<file path="config.mk">
export PLATFORM = sky130hd
export DESIGN_NAME = parity_frame_accumulator
export DESIGN_NICKNAME = d
export VERILOG_FILES = /design/src/rtl/parity_frame_accumulator.sv
export SDC_FILE = /design/constraint.sdc
export NUM_CORES = 1
export LEC_CHECK = 0
export ABC_AREA = 1
export BUFFER_PORTS_ARGS = -buffer_cell sky130_fd_sc_hd__buf_2
export CORE_UTILIZATION = 30
export DETAILED_ROUTE_END_ITERATION = 7
export HOLD_SLACK_MARGIN = 0.1
export MAX_ROUTING_LAYER = met4
export PLACE_DENSITY = 0.53
export SLEW_MARGIN = 25
export SYNTH_ARGS = -nofsm -noshare
export SYNTH_HDL_FRONTEND = slang
export SYNTH_SLANG_ARGS = --single-unit
</file>
<file path="constraint.sdc">
create_clock -name clk -period 1.2 [get_ports clk]
set_input_delay 0.12 -clock clk [delete_from_list [all_inputs] [get_ports clk]]
set_output_delay 0.12 -clock clk [all_outputs]
set_load 0.02 [all_outputs]
</file>
<file path="src/rtl/parity_frame_accumulator.sv">
// parity_frame_accumulator: folds valid words into column/frame parity and emits a checked result every FRAME_LEN words
module parity_frame_accumulator #(
  parameter int WIDTH      = 4,
  parameter int FRAME_LEN  = 4,
  parameter int ODD_PARITY = 0,
  localparam int CW = ($clog2(FRAME_LEN + 1) > 1) ? $clog2(FRAME_LEN + 1) : 1
) (
  input  logic             clk,
  input  logic             rst_n,
  input  logic [WIDTH-1:0] inData,
  input  logic             inValid,
  input  logic             inParity,
  input  logic             inClear,
  output logic [WIDTH-1:0] outColumn,
  output logic             outG,
  output logic             outErr,
  output logic             outValid,
  output logic [CW-1:0]    outCount
);
  typedef enum logic {IDLE, ACCUM} state_t;
  localparam logic [CW-1:0] LAST = CW'(FRAME_LEN - 1);
  state_t           r_state, w_state_nxt;
  logic [WIDTH-1:0] r_col, w_col_nxt, w_c;
  logic [CW-1:0]    r_count, w_count_nxt;
  logic             w_take, w_last, w_g;
  // accumulator state register; reset drops any partial frame
  always_ff @(posedge clk) begin
    if (!rst_n) begin
      r_state <= IDLE;
      r_col   <= '0;
      r_count <= '0;
    end else begin
      r_state <= w_state_nxt;
      r_col   <= w_col_nxt;
      r_count <= w_count_nxt;
    end
  end
  // next-state: clear beats a word, the last word completes and restarts the frame
  always_comb begin
    w_c         = r_col ^ inData;
    w_g         = (^w_c) ^ 1'(ODD_PARITY);
    w_take      = inValid & ~inClear;
    w_last      = w_take & (r_count == LAST);
    w_state_nxt = r_state;
    w_col_nxt   = r_col;
    w_count_nxt = r_count;
    if (inClear || w_last) begin
      w_state_nxt = IDLE;
      w_col_nxt   = '0;
      w_count_nxt = '0;
    end else if (w_take) begin
      w_state_nxt = ACCUM;
      w_col_nxt   = w_c;
      w_count_nxt = r_count + 1'b1;
    end
  end
  // result registers update only when a frame completes; outValid pulses for that one cycle
  always_ff @(posedge clk) begin
    if (!rst_n) begin
      outColumn <= '0;
      outG      <= 1'b0;
      outErr    <= 1'b0;
      outValid  <= 1'b0;
    end else begin
      outValid <= w_last;
      if (w_last) begin
        outColumn <= w_c;
        outG      <= w_g;
        outErr    <= w_g ^ inParity;
      end
    end
  end
  assign outCount = r_count;
endmodule

</file>
==> impl_metrics.toml, run 1 <==
[yosys]
synthCells = 114
yosys.area.top_type = "dfxtp_1"
syn_area_um2 = 786
ys_seq_elements = 14
ys_seq_area_share_pct = 35.7
synth_area_leaders = "dfxtp_1 (36%), nand2_1 (24%), nand2_2 (9.6%), a21oi_2 (6.7%), nand2_4 (4.3%)"
ys_types = 16
synth_top_area_share_pct = 35.7
yosys_warnings = 0
syn_avg_cell_area_um2 = 6.89
syn-num-nets = 125

[grt]
track_usage_pct = 13.3
grt_pass1_vias = 632
grt_antenna_before_repair = 0
grt_pass1_wl_mm = 2.60
gr-total-overflow = 0
grt_max_degree = 10

[layout]
n_fill_cell = 268
register_area_um2 = 290
area_delta_synth_final_pct = 30.6
multi_input_comb_area_um2 = 490
final_cell_mix = "nand2_1 (50), buf_2 (18), nand2_2 (10), inv_1 (8), dfxtp_1 (8)"
layout.nets = 150
finalInstanceArea_um2 = 1030
drive_gt1_share_pct = 44.9
diodes = 0
final_common_cell = "nand2_1"
instances_no_fill = 168
post-route-util_pct = 41.4

[detailed_routing]
drc_errors = 0
wl_met2_um = 758
drt-total-wl_mm = 1.60
routedWlPerCell_um = 9.52
wl_met3_um = 88
antenna_left = 0
wl_met1_um = 752
drtIter0Drc = 5
dr.max_layer_used = "met3"
viasPerCell = 4.32
vias = 726
drtPass1Iterations = 4

[sta]
min_period_over_period_pct = 95.4
setup_viol = 0
hold_ws_ns = 0.159
slew_headroom_pct = 90.2
min_period_ns = 1.14
rsz0062_at_grt = "yes"
hold_viol = 0
fmax_ghz = 0.874
slew_viol_final = 0
fin_ws_ns = 0.0553
skew_ns = 0.00240
setup_tns_ns = 0
tightest_slew_ns = 0.147

[floorplan]
core_um2 = 2480
num_io_pins = 19
die_w_um = 53.2
die_y_um = 53.2
num_rows = 18
initial_core_util_pct = 31.7
die_area_um2 = 2830

[flow_run]
cap_viol_max_count = 0

[pwr]
p_per_area_nw_per_um2 = 932
total_power_mw = 0.956
pwr-share-seq_pct = 49.5
p_sw_share_pct = 26.2
combPwrFrac_pct = 15.7
ir_worst_vdd_mv = 0.793
p_sw_mw = 0.250
leakagePower_nw = 0.499
p_int_mw = 0.706
p_clk_share_pct = 34.9

[setup_path]
slowest_delay_ns = 0.36
cp_top_family = "flip-flops"
slowest_stage = "dfxtp_4"
required_ns = 1.41
critical_path_buf_inv_count = 1
crit_path_cell_trace = "ha_4 -> ha_4 -> nand2_4 -> nand2_4 -> inv_8 -> nand2_8 -> a21oi_2"
critPathLaunchType = "register"
crit_path_max_fanout = 7
arrival_ns = 1.36
worstSetupPathType = "reg -> reg"
end_kind = "register"

[clocking]
cts_made_buffers = 3
cts-root-buf = "clkbuf_4"
clk_pin_slew_ns = 0.08
cts_setup_buffers = 0
clk_path_buf_depth = 2
cts_tree = "done"
htreeDepth = 1
clock_latency_ns = 0.28
cts_sinks = 14

[placement]
place.port_buffers = 18
dp_cells = 164
post_dp_cell_area_um2 = 938
gp_congestion = 0.757
pre_cts_ws_ns = -0.0341
dp_hpwl_mm = 1.32

[hold_path]
hold_path.class = "in -> reg"

[status]
status = "complete, no violations"
-- worst register-to-register path, stage by stage, from the launching register on --
cell and delay, ns:
dfxtp_4 0.36, ha_4 0.16, ha_4 0.16, nand2_4 0.08
nand2_4 0.07, inv_8 0.07, nand2_8 0.08, a21oi_2 0.11
-- worst paths after layout --
path                             startpoint     endpoint  slack [ns]  cells past startpoint
worst max-delay path            outCount[0]  outCount[2]        0.06                      7
worst min-delay path                inClear     r_col[1]        0.16                      4
worst max register to register  outCount[0]  outCount[2]        0.06                      7
worst min register to register       outErr       outErr        0.46                      2
-- layer usage --
metal  global-route usage (%)  vias to the layer above
met3                     5.46                        0
met5                        -                        -
met1                     15.4                      314
met2                     21.5                       16
met4                     2.63                        0
li1                         -                      396
-- final cells by class --
class,instances,share of cell area [%]
clock buffers,4,3.54
inverters,15,6.46
multi-input cells,85,47.8
flip-flops and latches,14,28.3
well taps,30,3.66
repair buffers,20,10.2
-- repair_timing --
action                     4_1_cts  5_1_grt
pin swaps                        0        3
gates resized for setup          3        9
setup endpoints to repair        7        9
hold buffers                     0        0
-- registers in the layout, summed over array words and instances (netlist names) --
register   cells
outColumn      4
outCount       3
outErr         1
outG           1
outValid       1
r_col          4
-- logic make-up (layout without fill, tap and decap cells) --
group | after synthesis | count (layout) | synth area share, %
fa+ha+maj | 2 | 2 | 3.18
compound gates | 10 | 10 | 9.23
simple gates | 72 | 72 | 43.0
flops | 14 | 14 | 35.7
buf+inv | 15 | 39 | 7.80
xor+xnor | 1 | 1 | 1.11
-- power by group through the flow --
stage	sequential, mW	clock [mW]	combinational [mW]
after detailed placement	0.483	0	0.143
after CTS	0.472	0.339	0.147
final	0.473	0.333	0.150
after global placement	0.483	0	0.140
after global routing	0.474	0.361	0.171
after floorplan	0.484	0	0.101
-- cell usage after synthesis (all sizes together) --
cell type,count
nand2,65
inv,15
dfxtp,14
a21oi,7
nand3,4
o21ai,3
ha,2
nor2,2
or2,1
xor2,1
(Power assumes the default switching activity.)
==> run 2: changes to the inputs <==
--- a/config.mk
+++ b/config.mk
@@ -12,7 +12,9 @@
 export HOLD_SLACK_MARGIN = 0.1
 export MAX_ROUTING_LAYER = met4
 export PLACE_DENSITY = 0.53
+export RECOVER_POWER = 50
 export SLEW_MARGIN = 25
 export SYNTH_ARGS = -nofsm -noshare
 export SYNTH_HDL_FRONTEND = slang
 export SYNTH_SLANG_ARGS = --single-unit
+export TNS_END_PERCENT = 50
==> impl_metrics.toml, run 2 (synthesized netlist as in run 1, its figures left out) <==
[floorplan]
die_y_um = 53.2
num_io_pins = 19
die_w_um = 53.2
num_rows = 18
die_area_um2 = 2830
initial_core_util_pct = 31.7
core_um2 = 2480

[setup_path]
crit_path_max_fanout = 7
crit_path_cell_trace = "ha_4 -> ha_4 -> nand2_4 -> nand2_4 -> inv_8 -> nand2_8 -> a21oi_2"
slowest_delay_ns = 0.36
required_ns = 1.41
slowest_stage = "dfxtp_4"
end_kind = "register"
worstSetupPathType = "reg -> reg"
critPathLaunchType = "register"
arrival_ns = 1.36

[grt]
grt_util_met3_pct = 5.46
busiest_layer = "met2"
grt_max_degree = 10
grt.met1_usage_pct = 15.4
grt_antenna_before_repair = 0
grt_pass1_wl_mm = 2.60
use_met2_pct = 21.5
track_usage_pct = 13.3
grt_pass1_vias = 632
gr-total-overflow = 0

[detailed_routing]
viasPerCell = 4.31
drt-total-wl_mm = 1.61
routedWlPerCell_um = 9.60
drtIter0Drc = 9
drtPass1Iterations = 4
antenna_left = 0
vias = 724
drc_errors = 0

[placement]
gp_congestion = 0.757
dp_hpwl_mm = 1.32
place.port_buffers = 18

[clocking]
clk_path_buf_depth = 2
cts_setup_buffers = 0
clock_latency_ns = 0.27
clk_pin_slew_ns = 0.08
cts_sinks = 14
hold_buffers = 0
htreeDepth = 1
cts_made_buffers = 3
cts_tree = "done"
cts-root-buf = "clkbuf_4"

[pwr]
ir_worst_vdd_mv = 0.790
leakagePower_nw = 0.464
p_per_area_nw_per_um2 = 940
total_power_mw = 0.955

[sta]
slew_headroom_pct = 82.3
hold_ws_ns = 0.161
rsz0062_at_grt = "yes"
slew_viol_final = 0
skew_ns = 0.00239
min_period_over_period_pct = 95.4
hold_viol = 0
tightest_slew_ns = 0.266
min_period_ns = 1.15
fmax_ghz = 0.873
setup_viol = 0

[status]
status = "complete, no violations"

[flow_run]
cap_viol_max_count = 0

[layout]
final_cell_mix = "nand2_1 (50), nand2_2 (10), buf_2 (10)"
layout.nets = 150
drive_gt1_share_pct = 39.1
diodes = 0
final_common_cell = "nand2_1"
area_delta_synth_final_pct = 29.3

[hold_path]
hold_path.class = "in -> reg"
[run 2: cell types whose count changed in the layout (fill, tap and decap cells not counted)]
cell | previous run | this run
buf_2 | 18 | 10
clkbuf_1 | 0 | 8
[run 2: metrics by stage]
stage | TNS, ns | instance area [um2] | util (%) | instances | setup WS, ns
detailed placement | -0.158 | 938 | 37.9 | 164 | -0.0341
finish | 0 | 1020 | 41.0 | 168 | 0.0547
CTS | 0 | 996 | 40.2 | 168 | 0.00192
global placement | -0.00419 | 938 | 37.9 | 164 | -0.00389
global route | -0.00796 | 1020 | 41.0 | 168 | -0.00771
floorplan | -0.0193 | 796 | - | 114 | -0.00701
[run 2: cell type report]
cell class	count	area [um2]
fill	271	1460
multi-input combinational	85	490
clock buffer	4	36.3
timing repair buffer	20	95.1
tap	30	37.5
inverter	15	66.3
sequential	14	290
[run 2: path summary, 6_finish.rpt]
path | depth (start not counted) | startpoint | to | slack, ns
worst max-delay path | 7 | outCount[0] | outCount[2] | 0.05
worst min-delay path | 4 | inClear | r_col[1] | 0.16
worst max register to register | 7 | outCount[0] | outCount[2] | 0.05
worst min register to register | 2 | outErr | outErr | 0.46
[run 2: critical path: cells and delay by family (launching register included)]
| kind | cells | cell delay (ns) |
|---|---|---|
| adders and majority gates | 2 | 0.32 |
| AOI/OAI and AO/OA | 1 | 0.11 |
| buffers and inverters | 1 | 0.07 |
| and+or+nand+nor | 3 | 0.22 |
| DFF | 1 | 0.36 |
[run 2: layer usage]
metal | part of all wire (%) | wire length, um
met1 | 47 | 765
met2 | 47 | 759
met3 | 5.5 | 88
met4 | 0 | 0
met5 | 0 | 0
[run 2: power breakdown]
group          internal [mW]  leakage [nW]  total, mW  switching [mW]
clock                  0.184        0.0210      0.332           0.148
combinational         0.0538         0.327      0.150          0.0961
sequential             0.468         0.116      0.473         0.00525
[run 2: repair_timing]
item                                    CTS  global route
resized for setup                         3             9
endpoints found under the setup margin    7             9
gates cloned                              0             0
pin swaps                                 0             3
